===== src/rtl/fetch_unit_if.sv =====
// Fetch-side bus bundle: instruction-memory request/hit handshake plus the
// decode/datapath presentation and retire signals around the fetch stage.
interface fetch_unit_if;
    logic        ihit;
    logic [31:0] iload;
    logic        iREN;
    logic [31:0] iaddr;
    logic        advance;
    logic        halt_in;
    logic        redirect_valid;
    logic [31:0] redirect_pc;
    logic [31:0] inst;
    logic        inst_valid;
    logic [31:0] inst_pc;
    logic [31:0] npc;
    logic        halted;

    // master = fetch unit, slave = memory/decode/datapath side
    modport master (
        input  ihit, iload, advance, halt_in, redirect_valid, redirect_pc,
        output iREN, iaddr, inst, inst_valid, inst_pc, npc, halted
    );

    modport slave (
        output ihit, iload, advance, halt_in, redirect_valid, redirect_pc,
        input  iREN, iaddr, inst, inst_valid, inst_pc, npc, halted
    );
endinterface


===== src/rtl/fetch_unit.sv =====
// Instruction fetch stage: owns the PC, runs the imem handshake and presents one
// instruction at a time to decode. Optional perf counters under `FETCH_PERF_EN`.
//
// state  | meaning
// -------+------------------------------------------------------------
// IDLE   | one dead cycle after reset, no request
// FETCH  | iREN high at PC, waiting for ihit
// ISSUED | instruction presented, waiting for datapath advance
// HALTED | HALT retired, parked until reset
module fetch_unit #(
    parameter logic [31:0] PC_INIT = 32'h0000_0000
) (
    input  logic         CLK,
    input  logic         RST,
    fetch_unit_if.master bus
`ifdef FETCH_PERF_EN
    ,
    output logic [31:0]  fetch_count,
    output logic [31:0]  stall_count
`endif
);

    typedef enum logic [1:0] {
        IDLE   = 2'd0,
        FETCH  = 2'd1,
        ISSUED = 2'd2,
        HALTED = 2'd3
    } state_e;

    state_e      state_q;
    logic [31:0] pc_q;
    logic        iren_q;
    logic [31:0] inst_q;
    logic        inst_valid_q;
    logic [31:0] inst_pc_q;
    logic [31:0] npc_q;
    logic        halted_q;

    logic [31:0] pc_seq;
    logic [31:0] pc_redir;
    logic [31:0] pc_d;

    assign pc_seq   = pc_q + 32'd4;
    assign pc_redir = bus.redirect_pc & 32'hFFFF_FFFC;
    assign pc_d     = bus.redirect_valid ? pc_redir : pc_seq;

    always_ff @(posedge CLK or posedge RST) begin
        if (RST) begin
            state_q      <= IDLE;
            pc_q         <= PC_INIT;
            iren_q       <= 1'b0;
            inst_q       <= 32'h0;
            inst_valid_q <= 1'b0;
            inst_pc_q    <= PC_INIT;
            npc_q        <= PC_INIT + 32'd4;
            halted_q     <= 1'b0;
        end else begin
            case (state_q)
                IDLE: begin
                    state_q <= FETCH;
                    iren_q  <= 1'b1;
                end
                FETCH: begin
                    if (bus.ihit) begin
                        state_q      <= ISSUED;
                        iren_q       <= 1'b0;
                        inst_q       <= bus.iload;
                        inst_valid_q <= 1'b1;
                        inst_pc_q    <= pc_q;
                        npc_q        <= pc_seq;
                    end
                end
                ISSUED: begin
                    if (bus.advance) begin
                        inst_q       <= 32'h0;
                        inst_valid_q <= 1'b0;
                        // HALT wins over any redirect on the same retire
                        if (bus.halt_in) begin
                            state_q  <= HALTED;
                            halted_q <= 1'b1;
                        end else begin
                            state_q <= FETCH;
                            iren_q  <= 1'b1;
                            pc_q    <= pc_d;
                        end
                    end
                end
                HALTED: begin
                    state_q <= HALTED;
                end
                default: begin
                    state_q <= IDLE;
                    iren_q  <= 1'b0;
                end
            endcase
        end
    end

    assign bus.iREN       = iren_q;
    assign bus.iaddr      = pc_q;
    assign bus.inst       = inst_q;
    assign bus.inst_valid = inst_valid_q;
    assign bus.inst_pc    = inst_pc_q;
    assign bus.npc        = npc_q;
    assign bus.halted     = halted_q;

`ifdef FETCH_PERF_EN
    logic [31:0] fetch_cnt_q;
    logic [31:0] stall_cnt_q;
    logic        fetch_evt;
    logic        stall_evt;

    assign fetch_evt = (state_q == FETCH) && bus.ihit;
    assign stall_evt = ((state_q == FETCH) && !bus.ihit) ||
                       ((state_q == ISSUED) && !bus.advance);

    // counters saturate rather than wrap; HALTED produces no events
    always_ff @(posedge CLK or posedge RST) begin
        if (RST) begin
            fetch_cnt_q <= 32'h0;
            stall_cnt_q <= 32'h0;
        end else begin
            if (fetch_evt && (fetch_cnt_q != 32'hFFFF_FFFF)) begin
                fetch_cnt_q <= fetch_cnt_q + 32'd1;
            end
            if (stall_evt && (stall_cnt_q != 32'hFFFF_FFFF)) begin
                stall_cnt_q <= stall_cnt_q + 32'd1;
            end
        end
    end

    assign fetch_count = fetch_cnt_q;
    assign stall_count = stall_cnt_q;
`endif

endmodule


===== src/flat_wrapper.sv =====
// flat-port wrapper written by rule: the top's interface ports become plain ports
module fetch_unit_flat 
#(
    parameter logic [31:0] PC_INIT = 32'h0000_0000
)
  (CLK, RST, bus_ihit, bus_iload, bus_advance, bus_halt_in, bus_redirect_valid, bus_redirect_pc, bus_iREN, bus_iaddr, bus_inst, bus_inst_valid, bus_inst_pc, bus_npc, bus_halted);
  fetch_unit_if bus_i ();
  input  logic CLK;
  input  logic RST;
  input wire logic [$bits(bus_i.ihit)-1:0] bus_ihit;
  input wire logic [$bits(bus_i.iload)-1:0] bus_iload;
  input wire logic [$bits(bus_i.advance)-1:0] bus_advance;
  input wire logic [$bits(bus_i.halt_in)-1:0] bus_halt_in;
  input wire logic [$bits(bus_i.redirect_valid)-1:0] bus_redirect_valid;
  input wire logic [$bits(bus_i.redirect_pc)-1:0] bus_redirect_pc;
  output wire logic [$bits(bus_i.iREN)-1:0] bus_iREN;
  output wire logic [$bits(bus_i.iaddr)-1:0] bus_iaddr;
  output wire logic [$bits(bus_i.inst)-1:0] bus_inst;
  output wire logic [$bits(bus_i.inst_valid)-1:0] bus_inst_valid;
  output wire logic [$bits(bus_i.inst_pc)-1:0] bus_inst_pc;
  output wire logic [$bits(bus_i.npc)-1:0] bus_npc;
  output wire logic [$bits(bus_i.halted)-1:0] bus_halted;
  assign bus_i.ihit = bus_ihit;
  assign bus_i.iload = bus_iload;
  assign bus_i.advance = bus_advance;
  assign bus_i.halt_in = bus_halt_in;
  assign bus_i.redirect_valid = bus_redirect_valid;
  assign bus_i.redirect_pc = bus_redirect_pc;
  assign bus_iREN = bus_i.iREN;
  assign bus_iaddr = bus_i.iaddr;
  assign bus_inst = bus_i.inst;
  assign bus_inst_valid = bus_i.inst_valid;
  assign bus_inst_pc = bus_i.inst_pc;
  assign bus_npc = bus_i.npc;
  assign bus_halted = bus_i.halted;
  fetch_unit #(.PC_INIT(PC_INIT)) u_core (.CLK(CLK), .RST(RST), .bus(bus_i));
endmodule

===== config.mk =====
export PLATFORM = sky130hd
export DESIGN_NAME = fetch_unit_flat
export DESIGN_NICKNAME = d
export VERILOG_FILES = /design/src/rtl/fetch_unit_if.sv /design/src/rtl/fetch_unit.sv /design/src/flat_wrapper.sv
export SDC_FILE = /design/constraint.sdc
export NUM_CORES = 1
export LEC_CHECK = 0
export BUFFER_PORTS_ARGS = -buffer_cell sky130_fd_sc_hd__buf_2
export CORE_UTILIZATION = 45
export CTS_CLUSTER_DIAMETER = 100
export DETAILED_ROUTE_END_ITERATION = 8
export PLACE_DENSITY = 0.82
export SETUP_SLACK_MARGIN = 0.05
export SYNTH_ARGS = -nofsm -noshare
export SYNTH_HDL_FRONTEND = slang
export SYNTH_SLANG_ARGS = --single-unit

===== constraint.sdc =====
create_clock -name CLK -period 4.3 [get_ports CLK]
set_input_delay 0.86 -clock CLK [delete_from_list [all_inputs] [get_ports CLK]]
set_output_delay 0.86 -clock CLK [all_outputs]
set_load 0.02 [all_outputs]

==> results of run 1 <==
critical path: stages, from the launching register on:
cell                      delay, ns
sky130_fd_sc_hd__dfrtp_1       0.58
sky130_fd_sc_hd__ha_1          0.32
sky130_fd_sc_hd__nand3_1       0.26
sky130_fd_sc_hd__or2_2         0.43
sky130_fd_sc_hd__nor3_1        0.41
sky130_fd_sc_hd__a31oi_1       0.14
sky130_fd_sc_hd__o22a_1        0.19
per-layer routing:
| layer | up-vias | GRT usage (%) | share of wire (%) |
|---|---|---|---|
| met4 | 0 | 8.745 | 1.6 |
| met1 | 2387 | 27.27 | 41 |
| met5 | - | 0 | 0 |
| met3 | 22 | 7.855 | 7.7 |
| li1 | 2295 | - | - |
| met2 | 193 | 38.72 | 50 |
Yosys cell counts, types with 3 or more instances:
cell / n
sky130_fd_sc_hd__and3_1: 9
sky130_fd_sc_hd__nand2_1: 18
sky130_fd_sc_hd__xor2_1: 10
sky130_fd_sc_hd__inv_1: 11
sky130_fd_sc_hd__mux2_2: 31
sky130_fd_sc_hd__o21ai_0: 26
sky130_fd_sc_hd__o22a_1: 6
sky130_fd_sc_hd__o21a_1: 6
sky130_fd_sc_hd__xnor2_1: 18
sky130_fd_sc_hd__or3_1: 3
sky130_fd_sc_hd__or4_1: 3
sky130_fd_sc_hd__dfrtp_1: 126
sky130_fd_sc_hd__buf_2: 5
sky130_fd_sc_hd__a21oi_1: 51
sky130_fd_sc_hd__nor3_1: 10
sky130_fd_sc_hd__clkbuf_2: 3
sky130_fd_sc_hd__or2_2: 3
sky130_fd_sc_hd__nor2_1: 51
sky130_fd_sc_hd__a22oi_1: 4
sky130_fd_sc_hd__o22ai_1: 7
sky130_fd_sc_hd__a31oi_1: 8
sky130_fd_sc_hd__buf_4: 6
sky130_fd_sc_hd__a2bb2oi_1: 9
sky130_fd_sc_hd__buf_1: 5
sky130_fd_sc_hd__and4_1: 4
sky130_fd_sc_hd__nand3_1: 15
sky130_fd_sc_hd__clkbuf_1: 30
sky130_fd_sc_hd__a22o_1: 32
sky130_fd_sc_hd__nand4_1: 10
flip-flops by register name, summed over array words and instances (netlist names):
| name | count |
|---|---|
| u_core.bus.halted | 1 |
| u_core.bus.iREN | 1 |
| u_core.bus.iaddr | 30 |
| u_core.bus.inst | 32 |
| u_core.bus.inst_pc | 30 |
| u_core.bus.inst_valid | 1 |
| u_core.bus.npc | 30 |
| u_core.state_q | 2 |
path summary, 6_finish.rpt:
path,from,to,slack (ns),depth (start not counted)
max,u_core.bus.iaddr[2]$_DFFE_PP0P_,u_core.bus.iaddr[18]$_DFFE_PP0P_,1.85,6
min,u_core.bus.halted$_DFFE_PP0P_,u_core.bus.halted$_DFFE_PP0P_,0.46,1
max reg2reg,u_core.bus.iaddr[2]$_DFFE_PP0P_,u_core.bus.iaddr[18]$_DFFE_PP0P_,1.85,6
min reg2reg,u_core.bus.halted$_DFFE_PP0P_,u_core.bus.halted$_DFFE_PP0P_,0.46,1
max in group asynchronous,RST,u_core.bus.npc[27]$_DFFE_PP0P_,2.72,3
min in group asynchronous,RST,u_core.bus.inst[28]$_DFFE_PP0P_,0.64,2
cell type report:
type / count / area, sq um / area share (%)
Antenna cell: 1 / 2.502 / 0.03397
Clock buffer: 25 / 485.5 / 6.591
Clock inverter: 7 / 65.06 / 0.8833
Inverter: 12 / 50.05 / 0.6795
Multi-Input combinational cell: 359 / 2377 / 32.27
Sequential cell: 127 / 3179 / 43.16
Tap cell: 172 / 215.2 / 2.922
Timing Repair Buffer: 196 / 991.0 / 13.45
power by group through the flow:
stage	logic (mW)	clock network [mW]	registers (mW)
global placement	1.10	0	1.70
finish	1.10	1.32	1.71
floorplan	0.368	0	2.04
detailed placement	1.11	0	1.73
CTS	1.12	1.35	1.71
global route	1.20	1.41	1.75
cells by family after synthesis:
family,after synthesis,synth area share [%]
other cells,1,0.06482
xor+xnor,28,4.239
flops,127,54.95
simple gates,138,12.39
fa+ha+maj,1,0.2162
mux,32,6.207
compound gates,154,17.41
buf+inv,61,4.520
==> metrics.md, run 1 <==
| Metric | Value |
|---|---|
| Run status | complete, no violations |
| Filler Cells Inserted | about 1000 |
| Buffers inserted during post-CTS setup optimization | 0 |
| DRT antenna net count | 0 |
| Worst min-delay path class | reg2reg |
| Leading cell types in the layout, fill and taps excluded | 192 x sky130_fd_sc_hd__buf_2, 126 x sky130_fd_sc_hd__dfrtp_1, 50 x sky130_fd_sc_hd__a21oi_1, 49 x sky130_fd_sc_hd__nor2_1, 32 x sky130_fd_sc_hd__a22o_1 |
| Synth cell types | 48 |
| Worst clock skew | slightly above 0.007 ns |
| Worst-case headroom to the max-slew limit | a little over a tenth |
| Number of maximum-capacitance violations | 0 |
| Worst vdd rail ir drop | 0.2465 mV |
| Instance count of the mapped netlist | roughly 540 |
| Maximum level of the CTS H-tree | 4 |
| Number of remaining DRC errors | 0 |
| Wire length of the first global-routing pass | approximately 23 mm |
| Die Y | 115.4 microns |
| Layout-stage area growth over the synthesis result | 27.31% |
| Biggest area consumer among synthesized cells | sky130_fd_sc_hd__dfrtp_1 |
| Net switching power of the design | 1.387 mW |
| Max FO, Critical Path | 10 |
| Routability congestion estimate from global placement | 0.7844 |
| Startpoint type of the worst setup path | register |
| Switching power share of the total | 33.52% |
| Arrival time at the worst endpoint | 2.75 ns |
| Violation count after the first detailed-routing iteration | 317 |
| Required arrival time at the worst endpoint | 4.60 ns |
| Clock tree from TritonCTS | yes |
| Warning count from the yosys run | 0 |
| Final worst-path setup slack | 1.852 ns |
| Place WS | 1.497 ns |
| Clock Power Share | approximately 32% |
| Mean Syn Cell Area | 10.67 sq um |
| Number of buffers inserted during clock tree synthesis | 17 |
| Placeable core area | ~13000 sq um |
| Setup tns final | 0 ns |
| Post-DR vias/cell | around 5.4 |
| Async SR Flop Fraction | between 90% and 100% |
| Final WL | 15.01 mm |
| Proportion of power drawn by flip-flops and latches | between 40% and 50% |
| Most common library cell in the layout ignoring fill and taps | sky130_fd_sc_hd__buf_2 |
| Final standard cell count with taps included and fillers excluded | approximately 900 |
| Flip-flop and latch count after synthesis | 127 |
| Final worst-path cycle share | 56.92% |
| Highest clock rate | about 410 MHz |
| Worst hold margin | 0.4624 ns |
| Maximum clock insertion buffer count | 2 |
| Final critical delay including setup and external delays | between 2 and 2.5 ns |
| Initial Util | 46.03% |
| Combinational share of power | roughly a quarter |
| Dpl cells | 866 |
| Total power | just over 4 mW |
| Number of sinks on the clock net | 127 |
| Antenna violations before repair | 1 |
| Final HPWL from detailed placement | 10.39 mm |
| CTS-repair resized insts | 0 |
| Sequential element share of the synthesized area | a little over half |
| Drt first pass iters | 4 |
| Transition at the pin with the smallest max-transition slack | approximately 1.3 ns |
| Routed wire length per instance | about 17 microns |
| Via count of the first global-routing pass | 4545 |
| Static power due to leakage | 3.530 nW |
| Final core utilization | 58.61% |
| X dimension of the die | 115.4 microns |
| Int Power | around 2.8 mW |
| Pin count of the biggest net entering global routing | 102 |
| Clock Latency Late Sink | roughly 0.41 ns |
| Root Driver | sky130_fd_sc_hd__clkbuf_16 |
| Die area | 13310 sq um |
| Proportion of netlist area held by the largest area contributor | 54.50% |
| # hold bufs at CTS | 0 |
| Dpl cell area | 6813 sq um |
| Clock slew at reported path FFs | 0.06 ns |
| Layout cells sized above 1 | 36.91% |
| Kind of end point of the critical path | register |
| Power per unit of standard cell area | 561.9 nW/um^2 |
| I/O Pins | around 200 |
| I/O Buffers | ~190 |
| Unrepaired setup endpoints after global routing | false |
| Top cells by area in the synthesized netlist | sky130_fd_sc_hd__dfrtp_1 54%, sky130_fd_sc_hd__mux2_2 6.0%, sky130_fd_sc_hd__a22o_1 4.8% |
| Global-route usage over all layers | 23.06% |
| Final standard cell area without fillers | 7366 sq um |
| Site row count | about 40 |
| Via Count | 4897 |
| Number of nets in the finished design | 784 |
| Synth Flop Type | sky130_fd_sc_hd__dfrtp_1 |
| Setup-failing EPs final | 0 |
| Number of enable-type register cells in the synthesized netlist | 0 |
| Overflow left after global routing | 0 |
| Crit Path Class | reg2reg |
| Hold violation count in the final report | 0 |
| Pins over their slew limit | 0 |
| Cell area after technology mapping | between 5000 and 6000 sq um |
(Power assumes the default switching activity.)
==> run 2, diff against run 1 <==
--- a/config.mk
+++ b/config.mk
@@ -5,11 +5,12 @@
 export SDC_FILE = /design/constraint.sdc
 export NUM_CORES = 1
 export LEC_CHECK = 0
+export ABC_AREA = 1
 export BUFFER_PORTS_ARGS = -buffer_cell sky130_fd_sc_hd__buf_2
-export CORE_UTILIZATION = 45
+export CORE_UTILIZATION = 51
 export CTS_CLUSTER_DIAMETER = 100
 export DETAILED_ROUTE_END_ITERATION = 8
-export PLACE_DENSITY = 0.82
+export PLACE_DENSITY = 0.87
 export SETUP_SLACK_MARGIN = 0.05
 export SYNTH_ARGS = -nofsm -noshare
 export SYNTH_HDL_FRONTEND = slang
==> constraint.sdc (replaced) <==
create_clock -name CLK -period 2.5 [get_ports CLK]
set_input_delay 0.5 -clock CLK [delete_from_list [all_inputs] [get_ports CLK]]
set_output_delay 0.5 -clock CLK [all_outputs]
set_load 0.02 [all_outputs]
==> metrics.md, run 2 <==
| Metric | Value |
|---|---|
| Worst setup path startpoint | u_core.bus.iaddr[2]$_DFFE_PP0P_ |
| Layout-stage area growth over the synthesis result | 28.03% |
| Setup tns final | 0 ns |
| Overflow left after global routing | 0 |
| Net switching power of the design | 4.865 mW |
| Filler Cells Inserted | ~1000 |
| Antenna diode count | 0 |
| Die area | 12180 sq um |
| Run status | complete, no violations |
| Drt first pass iters | 5 |
| Most instantiated library cell after synthesis | sky130_fd_sc_hd__nand2_1 |
| Instance count of the mapped netlist | 769 |
| Dominant cell type by count on the critical path | sky130_fd_sc_hd__nand2_1 |
| Cell chain of the critical path | ha_1, nand2_1, nor2_4, nand3_1, xor2_1, nand2_1, a21oi_1 |
| Pin count of the biggest net entering global routing | 121 |
| Via count of the first global-routing pass | 5213 |
| CTS-repair resized insts | 0 |
| Number of nets in the finished design | 1026 |
| Worst vdd rail ir drop | roughly 0.74 mV |
| # hold bufs at CTS | 0 |
| Critical-path cell with the highest stage delay | sky130_fd_sc_hd__dfrtp_1 |
| Warning count from the yosys run | 0 |
| Post-DR vias/cell | 5.082 |
| Transition at the pin with the smallest max-transition slack | 0.5717 ns |
| I/O Pins | roughly 200 |
| Final WL | 16.17 mm |
| Int Power | approximately 6.1 mW |
| Proportion of netlist area held by the largest area contributor | between 50% and 60% |
| DRT antenna net count | 0 |
| Final worst-path cycle share | 70.32% |
| Proportion of power drawn by flip-flops and latches | 35.0% |
| Number of remaining DRC errors | 0 |
| Placeable core area | 11420 sq um |
| Buffers inserted during post-CTS setup optimization | 0 |
| Sequential element share of the synthesized area | 53.07% |
| Static power due to leakage | just over 4 nW |
| Number of buffers inserted during clock tree synthesis | 17 |
| Pins over their slew limit | 0 |
| Root Driver | sky130_fd_sc_hd__clkbuf_16 |
| Final worst-path setup slack | about 0.74 ns |
| Number of maximum-capacitance violations | 0 |
| Number of sinks on the clock net | 127 |
| I/O Buffers | 192 |
| Max FO, Critical Path | 5 |
| Crit Path Class | reg2reg |
| Top cells by count, synth | 292 x sky130_fd_sc_hd__nand2_1, 126 x sky130_fd_sc_hd__dfrtp_1, 77 x sky130_fd_sc_hd__nor2_1 |
| Synth cell types | 29 |
| Biggest area consumer among synthesized cells | sky130_fd_sc_hd__dfrtp_1 |
| Final core utilization | between 60% and 70% |
| Maximum clock insertion buffer count | 2 |
| Layout cells sized above 1 | 26.03% |
| Unrepaired setup endpoints after global routing | false |
| Arrival time at the worst endpoint | 2.09 ns |
| Startpoint type of the worst setup path | register |
| Final HPWL from detailed placement | between 10 and 15 mm |
| Max FFs per register | 32 |
| Clock slew at reported path FFs | 0.06 ns |
| Initial Util | 52.47% |
| Mean Syn Cell Area | 7.790 sq um |
| Clock tree from TritonCTS | yes |
| Site row count | 39 |
| Most common library cell in the layout ignoring fill and taps | sky130_fd_sc_hd__nand2_1 |
| Start of the worst register-to-register path | u_core.bus.iaddr[2]$_DFFE_PP0P_ |
| Clock Latency Late Sink | approximately 0.42 ns |
| Global-route usage over all layers | 27.45% |
| Power per unit of standard cell area | 1429 nW/um^2 |
| Final critical delay including setup and external delays | 1.758 ns |
| Flip-flop and latch count after synthesis | 127 |
| Cell area after technology mapping | 5991 sq um |
| Maximum level of the CTS H-tree | 4 |
| Antenna violations before repair | 0 |
| Routed wire length per instance | 14.55 microns |
| Worst-case headroom to the max-slew limit | 61.81% |
| Violation count after the first detailed-routing iteration | 372 |
| Top cells by area in the synthesized netlist | sky130_fd_sc_hd__dfrtp_1 53%, sky130_fd_sc_hd__nand2_1 18%, sky130_fd_sc_hd__nand3_1 6.2% |
| Leading cell types in the layout, fill and taps excluded | 291 x sky130_fd_sc_hd__nand2_1, 192 x sky130_fd_sc_hd__buf_2, 126 x sky130_fd_sc_hd__dfrtp_1, 77 x sky130_fd_sc_hd__nor2_1, 74 x sky130_fd_sc_hd__nand3_1 |
| Routability congestion estimate from global placement | around 0.84 |
| Synth Flop Type | sky130_fd_sc_hd__dfrtp_1 |
| Setup-failing EPs final | 0 |
| Kind of end point of the critical path | register |
| Number of enable-type register cells in the synthesized netlist | 0 |
| Switching power share of the total | 44.39% |
| Combinational share of power | a little over two fifths |
| Worst min-delay path class | in2async |
| Async SR Flop Fraction | 100.0% |
| Hold violation count in the final report | 0 |
| X dimension of the die | 110.4 microns |
| Total power | 10.96 mW |
| Clock Power Share | 22.1% |
| Place WS | 0.5580 ns |
| Wire length of the first global-routing pass | approximately 25 mm |
| Via Count | approximately 5600 |
| Die Y | around 110 microns |
| Required arrival time at the worst endpoint | 2.84 ns |
| Worst clock skew | roughly 0.01 ns |
| Maximum single-stage delay on the critical path | roughly 0.43 ns |
| Highest clock rate | about 570 MHz |
==> run 2: changes by cell type after synthesis, sizes merged, moves of 9 or more <==
cell     before  now
nand2        18  296
nand3        16   74
a21oi        51    5
inv          11   47
nor2         51   87
o21ai        26   59
a22o         32    0
mux2         31    0
xnor2        18    1
clkbuf       33   22
nand4        11    0
nor3         11    0
a2bb2oi       9    0
and3          9    0
==> run 2: logic make-up after synthesis <==
logic type                 after synthesis  share of synthesized area (%)
AOI/OAI and AO/OA                       83                          7.644
xor gates and xnor gates                 8                          1.170
adders and majority gates                1                         0.2088
buffers and inverters                   89                          6.182
DFF                                    127                          53.07
other                                    1                        0.06260
and+or+nand+nor                        460                          31.66
==> run 2: power by group through the flow <==
stage	registers [mW]	clock network, mW	logic (mW)
CTS	3.83	2.44	4.75
global route	3.98	2.55	5.25
finish	3.84	2.42	4.71
global placement	3.80	0	4.62
floorplan	5.00	0	1.85
detailed placement	3.84	0	4.73
==> run 2: layout make-up <==
cell class              count  area [sq um]  area share [%]
flip-flops and latches    127          3179           41.45
multi-input cells         558          2467           32.17
repair buffers            202          1074           14.00
clock buffers              19         442.9           5.775
inverters                  49         187.7           2.447
well taps                 143         178.9           2.333
clock inverters            13         140.1           1.827
==> run 2: worst paths after layout <==
kind / to / slack, ns / cells after the start
worst min-delay path: u_core.bus.inst[8]$_DFFE_PP0P_ / 0.14 / 2
worst max register to register: u_core.bus.iaddr[12]$_DFFE_PP0P_ / 0.74 / 7
worst max-delay path: u_core.bus.iaddr[12]$_DFFE_PP0P_ / 0.74 / 7
worst min register to register: u_core.bus.inst_valid$_DFFE_PP0P_ / 0.47 / 2
min in group CLK: u_core.bus.inst[21]$_DFFE_PP0P_ / 0.29 / 3
max in group asynchronous: u_core.bus.iaddr[13]$_DFFE_PP0P_ / 1.57 / 3
==> run 2: critical path: cells and delay by family, from the launching register on <==
kind / cells / cell delay [ns]
simple gates: 4 / 0.58
compound gates: 1 / 0.13
fa+ha+maj: 1 / 0.23
flops: 1 / 0.43
xor+xnor: 1 / 0.30
==> run 2: layer usage <==
| layer | GRT usage (%) | share of wire (%) | vias to the layer above |
|---|---|---|---|
| li1 | - | - | 2791 |
| met1 | 34.34 | 42 | 2587 |
| met2 | 43.21 | 46 | 229 |
| met3 | 8.995 | 8.1 | 39 |
| met4 | 12.59 | 3.6 | 0 |
| met5 | 0 | 0 | - |
==> run 2: stage by stage <==
step                hold WS (ns)  std cells  cell area [sq um]
global placement          0.4560       1079               7087
CTS                       0.1571       1111               7670
detailed placement        0.4599       1079               7087
global route              0.1657       1111               7670
finish                    0.1421       1111               7670
floorplan                 0.4764        774               6013
==> run 3, diff against run 2 <==
==> constraint.sdc (replaced) <==
create_clock -name CLK -period 1.65 [get_ports CLK]
set_input_delay 0.33 -clock CLK [delete_from_list [all_inputs] [get_ports CLK]]
set_output_delay 0.33 -clock CLK [all_outputs]
set_load 0.02 [all_outputs]
==> metrics.md, run 3 (synthesis gave the netlist of run 2 again) <==
| Metric | Value |
|---|---|
| Run status | complete, no violations |
| Switching power share of the total | 43.34% |
| Overflow left after global routing | 0 |
| Kind of end point of the critical path | register |
| Maximum clock insertion buffer count | 2 |
| Maximum single-stage delay on the critical path | 0.38 ns |
| Max FO, Critical Path | 6 |
| Arrival time at the worst endpoint | 1.91 ns |
| Crit Path Class | reg2reg |
| Via Count | between 5000 and 6000 |
| Number of maximum-capacitance violations | 0 |
| Die Y | 110.4 microns |
| Kind of cell adding the most delay to the critical path | simple AND/OR/NAND/NOR gates |
| Clock tree from TritonCTS | yes |
| Final critical delay including setup and external delays | 1.609 ns |
| Wire length of the first global-routing pass | 25.34 mm |
| Clock Latency Late Sink | 0.41 ns |
| Count of buffer and inverter cells on the critical path | 0 |
| Pin count of the biggest net entering global routing | 51 |
| Number of buffers inserted during clock tree synthesis | 17 |
| Dominant cell type by count on the critical path | sky130_fd_sc_hd__nand2_1 |
| Worst min-delay path class | in2reg |
| Die area | 12180 sq um |
| I/O Buffers | about 190 |
| Final core utilization | a little over two thirds |
| Filler Cells Inserted | between 800 and 900 |
| Placeable core area | around 11000 sq um |
| Power per unit of standard cell area | 2172 nW/um^2 |
| Layout-stage area growth over the synthesis result | 32.69% |
| Unrepaired setup endpoints after global routing | true |
| X dimension of the die | 110.4 microns |
| Clock slew at reported path FFs | 0.06 ns |
| Worst hold margin | between 0.1 and 0.15 ns |
| Cell chain of the critical path | ha_2, nand2_2, nor2_4, nand2_4, nor2_4, nand2_1, nand2_1, nand3_1, nand2_1, nand2_1 |
| Combinational share of power | between 40 and 50% |
| Number of remaining DRC errors | 0 |
| Post-DR vias/cell | 5.129 |
| Final worst-path cycle share | 97.54% |
| Most common library cell in the layout ignoring fill and taps | sky130_fd_sc_hd__nand2_1 |
| Via count of the first global-routing pass | 5242 |
| Setup tns final | 0 ns |
| Startpoint type of the worst setup path | register |
| Final WL | about 17 mm |
| Violation count after the first detailed-routing iteration | 527 |
| Area of the multi-input gates | 2544 sq um |
| Hold violation count in the final report | 0 |
| Maximum level of the CTS H-tree | 4 |
| Number of sinks on the clock net | about 130 |
| Drt first pass iters | 5 |
| Worst clock skew | between 0.007 and 0.008 ns |
| Final HPWL from detailed placement | 11.62 mm |
| Routability congestion estimate from global placement | 0.8653 |
| Antenna diode count | 0 |
| Clock Power Share | between 20% and 30% |
| Highest clock rate | 621.3 MHz |
| Root Driver | sky130_fd_sc_hd__clkbuf_16 |
| Routed wire length per instance | 14.85 microns |
| Max FFs per register | 32 |
| Proportion of power drawn by flip-flops and latches | 33.8% |
| Required arrival time at the worst endpoint | slightly below 2 ns |
| Sequential Area | 3186 sq um |
| I/O Pins | 201 |
| Critical-path cell with the highest stage delay | sky130_fd_sc_hd__dfrtp_1 |
| Initial Util | between 50% and 60% |
| Pins over their slew limit | 0 |
| Leading cell types in the layout, fill and taps excluded | 287 x sky130_fd_sc_hd__nand2_1, 192 x sky130_fd_sc_hd__buf_2, 121 x sky130_fd_sc_hd__dfrtp_1, 73 x sky130_fd_sc_hd__nand3_1, 71 x sky130_fd_sc_hd__nor2_1 |
| Net switching power of the design | 7.481 mW |
| Layout cells sized above 1 | 28.93% |
| Static power due to leakage | roughly 4.3 nW |
| DRT antenna net count | 0 |
| Site row count | 39 |
| Global-route usage over all layers | 27.86% |
| Int Power | roughly 10 mW |
| Worst vdd rail ir drop | ~1.1 mV |
| Antenna violations before repair | 0 |
| Number of nets in the finished design | 1043 |
| Setup-failing EPs final | 0 |
-- run 3: cell count changes in the layout (fill, tap and decap cells not counted), moves of 4 or more --
cell / before / now
sky130_fd_sc_hd__buf_4: 7 / 19
sky130_fd_sc_hd__clkbuf_8: 1 / 5
sky130_fd_sc_hd__clkinvlp_4: 5 / 1
sky130_fd_sc_hd__dfrtp_1: 126 / 121
sky130_fd_sc_hd__dfrtp_2: 0 / 5
sky130_fd_sc_hd__nand2_1: 291 / 287
sky130_fd_sc_hd__nor2_1: 77 / 71
sky130_fd_sc_hd__nor2_4: 5 / 9
-- run 3: cell type report --
cell class	count	area share, %
Clock inverter	6	1.322
Tap cell	143	2.251
Sequential cell	127	40.08
Clock buffer	26	6.406
Timing Repair Buffer	219	15.55
Multi-Input combinational cell	558	32.00
Inverter	49	2.393
-- run 3: layer usage --
layer  part of all wire (%)  up-vias  track usage [%]
met5                      0        -                0
met4                    3.2        0            13.72
met3                    7.6       45            6.467
met2                     47      269            45.56
met1                     42     2651            34.73
li1                       -     2820                -
-- run 3: path summary, 6_finish.rpt --
check,startpoint,endpoint,slack [ns],depth (start not counted)
worst max-delay path,u_core.bus.iaddr[2]$_DFFE_PP0P_,u_core.bus.iaddr[26]$_DFFE_PP0P_,0.04,10
worst min-delay path,bus_iload[26],u_core.bus.inst[26]$_DFFE_PP0P_,0.12,3
worst max register to register,u_core.bus.iaddr[2]$_DFFE_PP0P_,u_core.bus.iaddr[26]$_DFFE_PP0P_,0.04,10
worst min register to register,u_core.bus.npc[13]$_DFFE_PP0P_,u_core.bus.npc[13]$_DFFE_PP0P_,0.47,2
max in group asynchronous,RST,u_core.bus.iaddr[13]$_DFFE_PP0P_,0.54,4
min in group asynchronous,RST,u_core.state_q[0]$_DFFE_PP0P_,0.48,3
-- run 3: repair_timing --
item                                   in CTS  in global routing
pin swaps                                   0                  9
hold buffers                                1                  0
setup buffers                               0                  6
endpoints found under the hold margin      12                  0
setup endpoints to repair                   4                 46
resized for setup                           3                 26
-- run 3: through the flow --
stage | setup slack, ns | cells | power [mW] | cell area [sq um]
final | 0.04055 | 1128 | 17.26 | 7949
after global routing | -0.05449 | 1128 | 18.49 | 7949
after CTS | 0.04383 | 1122 | 17.06 | 7824
after detailed placement | 0.05906 | 1089 | 13.10 | 7187
after global placement | 0.1049 | 1089 | 12.89 | 7187
after floorplan | -0.2464 | 774 | 10.37 | 6013
-- run 3: tightest hold or removal path, stage by stage --
cell and delay (ns):
sky130_fd_sc_hd__buf_2 0.08, sky130_fd_sc_hd__nand2_1 0.04, sky130_fd_sc_hd__nand2_1 0.05
-- run 3: power by group through the flow --
stage               Sequential [mW]  Clock (mW)  Combinational (mW)
finish                         5.84        3.85                7.57
global route                   6.02        4.05                8.42
CTS                            5.79        3.90                7.37
detailed placement             5.81           0                7.29
global placement               5.75           0                7.14
floorplan                      7.58           0                2.80
